$ cat src/rtl/load_store_unit_pkg.sv
// Shared sizes, fault codes, FSM states and the registered bus command
// used by the load/store unit and its lane-alignment helper.
package lsu_pkg;

    localparam int unsigned XLEN = 32;
    localparam int unsigned BE_W = XLEN / 8;

    localparam logic [2:0] SZ_B  = 3'b000;
    localparam logic [2:0] SZ_H  = 3'b001;
    localparam logic [2:0] SZ_W  = 3'b010;
    localparam logic [2:0] SZ_BU = 3'b100;
    localparam logic [2:0] SZ_HU = 3'b101;

    localparam logic [1:0] FLT_MISALIGN = 2'b01;
    localparam logic [1:0] FLT_SIZE     = 2'b10;
    localparam logic [1:0] FLT_TIMEOUT  = 2'b11;

    typedef enum logic {
        IDLE = 1'b0,
        BUSY = 1'b1
    } state_e;

    typedef struct packed {
        logic            we;
        logic [XLEN-1:0] addr;
        logic [BE_W-1:0] be;
        logic [XLEN-1:0] wdata;
    } mem_cmd_t;

    // Only the five RISC-V load/store funct3 encodings are accepted
    function automatic logic size_legal(input logic [2:0] size);
        return (size == SZ_B) || (size == SZ_H) || (size == SZ_W) ||
               (size == SZ_BU) || (size == SZ_HU);
    endfunction

endpackage

$ cat src/rtl/load_store_unit_if.sv
// Request, memory-bus and result signals of the load/store unit.
// slave is the unit's view; master is the execute stage plus memory side.
interface load_store_unit_if;
    import lsu_pkg::*;

    logic            req_valid;
    logic            req_we;
    logic [XLEN-1:0] req_addr;
    logic [XLEN-1:0] req_wdata;
    logic [2:0]      req_size;
    logic            req_ready;
    logic            busy;

    logic            mem_req;
    logic            mem_we;
    logic [XLEN-1:0] mem_addr;
    logic [BE_W-1:0] mem_be;
    logic [XLEN-1:0] mem_wdata;
    logic            mem_ready;
    logic [XLEN-1:0] mem_rdata;

    logic            done;
    logic [XLEN-1:0] ld_data;
    logic [2:0]      ld_size;
    logic            fault_valid;
    logic [1:0]      fault_code;

    modport slave (
        input  req_valid, req_we, req_addr, req_wdata, req_size,
        input  mem_ready, mem_rdata,
        output req_ready, busy,
        output mem_req, mem_we, mem_addr, mem_be, mem_wdata,
        output done, ld_data, ld_size, fault_valid, fault_code
    );

    modport master (
        output req_valid, req_we, req_addr, req_wdata, req_size,
        output mem_ready, mem_rdata,
        input  req_ready, busy,
        input  mem_req, mem_we, mem_addr, mem_be, mem_wdata,
        input  done, ld_data, ld_size, fault_valid, fault_code
    );

endinterface

$ cat src/rtl/load_store_unit_lane_align.sv
// Combinational lane steering: byte enables, replicated store data and
// alignment / size legality for one request.
module lsu_lane_align
    import lsu_pkg::*;
(
    input  logic [2:0]      size,
    input  logic [1:0]      addr_lo,
    input  logic [XLEN-1:0] wdata,
    output logic [BE_W-1:0] be_c,
    output logic [XLEN-1:0] wdata_c,
    output logic            misaligned_c,
    output logic            illegal_size_c
);

    // size[1:0] picks the access width; size[2] only selects zero-extension downstream
    always_comb begin
        be_c           = '0;
        wdata_c        = wdata;
        misaligned_c   = 1'b0;
        illegal_size_c = !size_legal(size);
        case (size[1:0])
            2'b00: begin
                be_c    = BE_W'(4'b0001 << addr_lo);
                wdata_c = {4{wdata[7:0]}};
            end
            2'b01: begin
                be_c         = BE_W'(4'b0011 << addr_lo);
                wdata_c      = {2{wdata[15:0]}};
                misaligned_c = addr_lo[0];
            end
            2'b10: begin
                be_c         = BE_W'(4'b1111);
                misaligned_c = |addr_lo;
            end
            default: ;
        endcase
    end

endmodule

$ cat src/rtl/load_store_unit.sv
// Memory-access stage: accepts one load/store, drives a single-outstanding
// word bus, returns shifted load data or reports faults and bus timeouts.
module load_store_unit
    import lsu_pkg::*;
#(
    parameter int unsigned TIMEOUT_CYCLES = 255
) (
    input  logic              clk,
    input  logic              rst,
    load_store_unit_if.slave  bus
);

    localparam int unsigned CNT_W = (TIMEOUT_CYCLES == 0) ? 1 : $clog2(TIMEOUT_CYCLES + 1);
    localparam bit          TO_EN = (TIMEOUT_CYCLES != 0);
    localparam logic [CNT_W-1:0] CNT_LAST =
        CNT_W'((TIMEOUT_CYCLES == 0) ? 0 : TIMEOUT_CYCLES - 1);

    state_e          state_q, state_d;
    logic [CNT_W-1:0] cnt_q, cnt_d;
    mem_cmd_t        cmd_q, cmd_d;
    logic [1:0]      addr_lo_q, addr_lo_d;
    logic [2:0]      size_q, size_d;
    logic            mem_req_q, mem_req_d;
    logic            req_ready_q, req_ready_d;
    logic            done_q, done_d;
    logic            fault_valid_q, fault_valid_d;
    logic [1:0]      fault_code_q, fault_code_d;
    logic [XLEN-1:0] ld_data_q, ld_data_d;
    logic [2:0]      ld_size_q, ld_size_d;

    logic [BE_W-1:0] be_c;
    logic [XLEN-1:0] wdata_c;
    logic            misaligned_c;
    logic            illegal_size_c;

    lsu_lane_align u_lane_align (
        .size           (bus.req_size),
        .addr_lo        (bus.req_addr[1:0]),
        .wdata          (bus.req_wdata),
        .be_c           (be_c),
        .wdata_c        (wdata_c),
        .misaligned_c   (misaligned_c),
        .illegal_size_c (illegal_size_c)
    );

    // Next-state, counter and result logic
    always_comb begin
        state_d       = state_q;
        cnt_d         = cnt_q;
        cmd_d         = cmd_q;
        addr_lo_d     = addr_lo_q;
        size_d        = size_q;
        done_d        = 1'b0;
        fault_valid_d = 1'b0;
        fault_code_d  = fault_code_q;
        ld_data_d     = ld_data_q;
        ld_size_d     = ld_size_q;

        case (state_q)
            IDLE: begin
                if (bus.req_valid) begin
                    if (illegal_size_c) begin
                        fault_valid_d = 1'b1;
                        fault_code_d  = FLT_SIZE;
                    end else if (misaligned_c) begin
                        fault_valid_d = 1'b1;
                        fault_code_d  = FLT_MISALIGN;
                    end else begin
                        cmd_d.we    = bus.req_we;
                        cmd_d.addr  = {bus.req_addr[XLEN-1:2], 2'b00};
                        cmd_d.be    = be_c;
                        cmd_d.wdata = wdata_c;
                        addr_lo_d   = bus.req_addr[1:0];
                        size_d      = bus.req_size;
                        cnt_d       = '0;
                        state_d     = BUSY;
                    end
                end
            end
            BUSY: begin
                // A completing transfer takes precedence over an expiring timeout
                if (bus.mem_ready) begin
                    done_d  = 1'b1;
                    state_d = IDLE;
                    if (!cmd_q.we) begin
                        ld_data_d = bus.mem_rdata >> {addr_lo_q, 3'b000};
                        ld_size_d = size_q;
                    end
                end else if (TO_EN && (cnt_q == CNT_LAST)) begin
                    fault_valid_d = 1'b1;
                    fault_code_d  = FLT_TIMEOUT;
                    state_d       = IDLE;
                end else begin
                    cnt_d = cnt_q + CNT_W'(1);
                end
            end
            default: state_d = IDLE;
        endcase

        mem_req_d   = (state_d == BUSY);
        req_ready_d = (state_d == IDLE);
    end

    always_ff @(posedge clk or posedge rst) begin
        if (rst) begin
            state_q       <= IDLE;
            cnt_q         <= '0;
            cmd_q         <= '0;
            addr_lo_q     <= '0;
            size_q        <= '0;
            mem_req_q     <= 1'b0;
            req_ready_q   <= 1'b1;
            done_q        <= 1'b0;
            fault_valid_q <= 1'b0;
            fault_code_q  <= '0;
            ld_data_q     <= '0;
            ld_size_q     <= '0;
        end else begin
            state_q       <= state_d;
            cnt_q         <= cnt_d;
            cmd_q         <= cmd_d;
            addr_lo_q     <= addr_lo_d;
            size_q        <= size_d;
            mem_req_q     <= mem_req_d;
            req_ready_q   <= req_ready_d;
            done_q        <= done_d;
            fault_valid_q <= fault_valid_d;
            fault_code_q  <= fault_code_d;
            ld_data_q     <= ld_data_d;
            ld_size_q     <= ld_size_d;
        end
    end

    assign bus.req_ready   = req_ready_q;
    assign bus.busy        = mem_req_q;
    assign bus.mem_req     = mem_req_q;
    assign bus.mem_we      = cmd_q.we;
    assign bus.mem_addr    = cmd_q.addr;
    assign bus.mem_be      = cmd_q.be;
    assign bus.mem_wdata   = cmd_q.wdata;
    assign bus.done        = done_q;
    assign bus.ld_data     = ld_data_q;
    assign bus.ld_size     = ld_size_q;
    assign bus.fault_valid = fault_valid_q;
    assign bus.fault_code  = fault_code_q;

endmodule

$ cat src/flat_wrapper.sv
// flat-port wrapper written by rule: the top's interface ports become plain ports
module load_store_unit_flat import lsu_pkg::*;
#(
    parameter int unsigned TIMEOUT_CYCLES = 255
)
  (clk, rst, bus_req_valid, bus_req_we, bus_req_addr, bus_req_wdata, bus_req_size, bus_mem_ready, bus_mem_rdata, bus_req_ready, bus_busy, bus_mem_req, bus_mem_we, bus_mem_addr, bus_mem_be, bus_mem_wdata, bus_done, bus_ld_data, bus_ld_size, bus_fault_valid, bus_fault_code);
  load_store_unit_if bus_i ();
  input  logic clk;
  input  logic rst;
  input wire logic [$bits(bus_i.req_valid)-1:0] bus_req_valid;
  input wire logic [$bits(bus_i.req_we)-1:0] bus_req_we;
  input wire logic [$bits(bus_i.req_addr)-1:0] bus_req_addr;
  input wire logic [$bits(bus_i.req_wdata)-1:0] bus_req_wdata;
  input wire logic [$bits(bus_i.req_size)-1:0] bus_req_size;
  input wire logic [$bits(bus_i.mem_ready)-1:0] bus_mem_ready;
  input wire logic [$bits(bus_i.mem_rdata)-1:0] bus_mem_rdata;
  output wire logic [$bits(bus_i.req_ready)-1:0] bus_req_ready;
  output wire logic [$bits(bus_i.busy)-1:0] bus_busy;
  output wire logic [$bits(bus_i.mem_req)-1:0] bus_mem_req;
  output wire logic [$bits(bus_i.mem_we)-1:0] bus_mem_we;
  output wire logic [$bits(bus_i.mem_addr)-1:0] bus_mem_addr;
  output wire logic [$bits(bus_i.mem_be)-1:0] bus_mem_be;
  output wire logic [$bits(bus_i.mem_wdata)-1:0] bus_mem_wdata;
  output wire logic [$bits(bus_i.done)-1:0] bus_done;
  output wire logic [$bits(bus_i.ld_data)-1:0] bus_ld_data;
  output wire logic [$bits(bus_i.ld_size)-1:0] bus_ld_size;
  output wire logic [$bits(bus_i.fault_valid)-1:0] bus_fault_valid;
  output wire logic [$bits(bus_i.fault_code)-1:0] bus_fault_code;
  assign bus_i.req_valid = bus_req_valid;
  assign bus_i.req_we = bus_req_we;
  assign bus_i.req_addr = bus_req_addr;
  assign bus_i.req_wdata = bus_req_wdata;
  assign bus_i.req_size = bus_req_size;
  assign bus_i.mem_ready = bus_mem_ready;
  assign bus_i.mem_rdata = bus_mem_rdata;
  assign bus_req_ready = bus_i.req_ready;
  assign bus_busy = bus_i.busy;
  assign bus_mem_req = bus_i.mem_req;
  assign bus_mem_we = bus_i.mem_we;
  assign bus_mem_addr = bus_i.mem_addr;
  assign bus_mem_be = bus_i.mem_be;
  assign bus_mem_wdata = bus_i.mem_wdata;
  assign bus_done = bus_i.done;
  assign bus_ld_data = bus_i.ld_data;
  assign bus_ld_size = bus_i.ld_size;
  assign bus_fault_valid = bus_i.fault_valid;
  assign bus_fault_code = bus_i.fault_code;
  load_store_unit #(.TIMEOUT_CYCLES(TIMEOUT_CYCLES)) u_core (.clk(clk), .rst(rst), .bus(bus_i));
endmodule
$ cat config.mk
export PLATFORM = sky130hd
export DESIGN_NAME = load_store_unit_flat
export DESIGN_NICKNAME = d
export VERILOG_FILES = /design/src/rtl/load_store_unit_pkg.sv /design/src/rtl/load_store_unit_if.sv /design/src/rtl/load_store_unit_lane_align.sv /design/src/rtl/load_store_unit.sv /design/src/flat_wrapper.sv
export SDC_FILE = /design/constraint.sdc
export NUM_CORES = 1
export LEC_CHECK = 0
export CAP_MARGIN = 20
export CELL_PAD_IN_SITES_DETAIL_PLACEMENT = 0
export CELL_PAD_IN_SITES_GLOBAL_PLACEMENT = 1
export CORE_MARGIN = 2
export CORE_UTILIZATION = 36
export CTS_CLUSTER_SIZE = 24
export DETAILED_ROUTE_END_ITERATION = 10
export HOLD_SLACK_MARGIN = 0.03
export PLACE_DENSITY_LB_ADDON = 0.1
export SLEW_MARGIN = 30
export SYNTH_ARGS = -nofsm -noshare
export SYNTH_HDL_FRONTEND = slang
export SYNTH_SLANG_ARGS = --single-unit
$ cat constraint.sdc
create_clock -name clk -period 7.5 [get_ports clk]
set_clock_uncertainty 0.1 [all_clocks]
set_input_delay 1.5 -clock clk [delete_from_list [all_inputs] [get_ports clk]]
set_output_delay 1.5 -clock clk [all_outputs]
set_load 0.1 [all_outputs]
==> flow_summary.toml <==
[layout]
drive_gt1_frac = 0.115
multiInputGateArea_mm2 = 0.00230
fill_cells = 1345
final-seq-area_mm2 = 0.00303
areaGrowthSynthToFinish_pct = 49.6
antennaDiodeCount = 0
fin_nets = 808

[die]
die_h_um = 129
dieWidth_um = 129
rows = 45
die-area_mm2 = 0.0165
core_mm2 = 0.0152
start_util = 0.367
io_pins = 215

[route]
drc = 0
viasPerCell = 5.10
post_drt_wl_per_cell_um = 17.3
dr_total_vias = 4576
routed_wl_um = 15600
highest_layer = "met4"
wl_met3_um = 1330
antenna_left = 0
wl_met1_um = 6850
drt_iter0_markers = 218
first_pass_iters = 4
met2_length_um = 7160

[yosys]
ys_seq_area_frac = 0.543
synthArstFlopShare = 1.00
synth_compound_area_frac = 0.134
yosysWarnings = 0
synth_top_cell_area_share = 0.538
synth_top_family_by_area = "multiplexers"
synth_fa_ha_area_frac = 0.0112
yosys.area.top_type = "dfrtp_1"
synthSimpleGateAreaFrac = 0.0975
syn_area_mm2 = 0.00558
synth_flop_cell = "dfrtp_1"
ys_ff_latch = 121
synthMuxAreaShare = 0.164
synth-xor-area-share = 0.00471
synth_edf_count = 0
synth.distinct_cells = 45
synthTopCellsByArea = "dfrtp_1 (54%), mux2_2 (7.7%), mux2i_1 (4.7%), nand2_1 (4.6%), a21oi_1 (4.6%)"
syn_avg_cell_area_um2 = 11.2
syn_inst = 498

[sta]
final_max_slew_viol_count = 0
tightestPinTransition_ps = 1030
rsz0062_at_grt = "no"
slew_headroom = 0.308
fin_crit_sh = 0.586
period_minus_slack_ps = 4400
fmax_mhz = 228
setup_violations = 0
hold_viol = 0
fin_setup_tns_ps = 0

[global_route]
antenna_found_initial = 0
grt_max_degree = 66
gr-usage-all-layers = 0.188
grt_pass1_vias = 4701
overflow = 0
grt_pass1_wl_um = 24400

[worst_setup_path]
path_buf_inv = 3
cp-start-kind = "input port"
critical_path_class = "in -> reg"
required_ps = 7690
cp_cell_sequence = "clkdlybuf4s50_1 > inv_1 > ha_1 > o211a_1 > or2_4 > nor2_4 > buf_4 > mux2_2"
critPathTopFamily = "buffers and inverters"
cpPeakStageDelay_ps = 610
cp_max_fo = 38
crit_path_end_kind = "flop"
arrival_ps = 4580
critPathSlowestCell = "clkdlybuf4s50_1"

[clocking]
cts_sinks = 121
cts_tree = "built"
cts_buffers = 17
clk_latency_ps = 400
postCtsSetupBuffers = 0
clkTransAtPathRegs_ps = 50
ctsResizeCount = 0
hold_buffers = 0
clockBufferDepth = 2
root_buffer = "clkbuf_16"
htree_levels = 4

[run]
maxCapViolations = 0

[run_status]
status = "complete, no violations"

[worst_hold_path]
hp-class = "reg -> reg"

[placement]
routabilityCongestion = 0.832
hpwl_um = 10900
numPortBuffers = 212
## per-stage QoR
| step | instances | setup slack [ps] | util | instance area (um^2) | hold WS, ps |
|---|---|---|---|---|---|
| 6_report | 898 | 3100 | 0.549 | 8350 | 372 |
| 4_1_cts | 898 | 3100 | 0.549 | 8350 | 379 |
| 3_3_place_gp | 868 | 2770 | 0.511 | 7760 | 364 |
| 5_1_grt | 898 | 2960 | 0.549 | 8350 | 405 |
| 3_5_place_dp | 868 | 2660 | 0.511 | 7770 | 366 |
| 2_1_floorplan | 499 | 2690 | - | 5590 | 377 |
## cell type report
| cell class | count | area share |
|---|---|---|
| Clock buffer | 22 | 0.0556 |
| Inverter | 8 | 0.00390 |
| Tap cell | 188 | 0.0282 |
| Timing Repair Buffer | 218 | 0.259 |
| Sequential cell | 121 | 0.363 |
| Clock inverter | 8 | 0.0145 |
| Multi-Input combinational cell | 333 | 0.276 |
## registers in the layout, summed over array words and instances, names as in the netlist, 3 cells and up
name / cells
u_core.bus.mem_wdata: 32
u_core.bus.mem_be: 4
u_core.bus.ld_size: 3
u_core.cnt_q: 8
u_core.size_q: 3
u_core.bus.mem_addr: 30
u_core.bus.ld_data: 32
## cells by family (layout without fill, tap and decap cells)
logic type      after synthesis  count (layout)
xor+xnor                      3               3
buf+inv                      45             256
other cells                   1               2
mux                          84              84
fa+ha+maj                     5               5
flops                       121             121
compound gates              120             120
simple gates                119             119
## tightest hold or removal path, stage by stage, from the launching register on
cell	delay [ps]
dfrtp_1	330
nand2_1	50
o31ai_1	50
## cell usage in the layout, fill, tap and decap left out, drive strengths merged, types with 6 or more instances in the layout
master,instances
a211oi,9
a21oi,51
a31oi,9
a41oi,8
buf,7
clkbuf,22
clkdlybuf4s50,211
dfrtp,120
inv,8
mux2,58
mux2i,26
nand2,69
nand3,6
nor2,16
nor2b,13
o21ai,20
o31ai,11
## worst paths after layout
kind / startpoint / end / slack (ps) / depth (start not counted)
max: bus_req_size[1] / u_core.bus.mem_addr[25] / 3100 / 8
min: u_core.bus.ld_data[19] / u_core.bus.ld_data[19] / 370 / 2
max reg2reg: u_core.state_q / u_core.bus.mem_addr[25] / 5030 / 5
min reg2reg: u_core.bus.ld_data[19] / u_core.bus.ld_data[19] / 370 / 2
max in group asynchronous: rst / u_core.bus.mem_addr[12] / 4500 / 3
min in group asynchronous: rst / u_core.bus.ld_data[17] / 1480 / 2
## layer usage
layer | up-vias | track usage
met3 | 16 | 0.0732
met5 | - | 0
met4 | 0 | 0.0588
li1 | 2158 | -
met2 | 176 | 0.296
met1 | 2226 | 0.242
## synth_stat cells, types with 2 or more instances
master     number
dfrtp_1       120
nand2_1        69
a21oi_1        51
mux2_2         38
mux2i_1        26
mux2_1         20
o21ai_0        19
nor2_1         13
nor2b_1        13
buf_2          12
clkbuf_1       12
o31ai_1        10
a211oi_1        9
a31oi_1         9
a41oi_1         8
inv_1           8
buf_4           6
nand3_1         6
buf_6           5
ha_1            5
o211ai_1        5
o2bb2ai_1       3
or3_1           3
and3_1          2
nand2b_1        2
nand3b_1        2
nor2_2          2
nor3_1          2
xor2_1          2
Power is not shown: default switching activity piles up to over one toggle a cycle in this logic, so the estimate is an artifact.
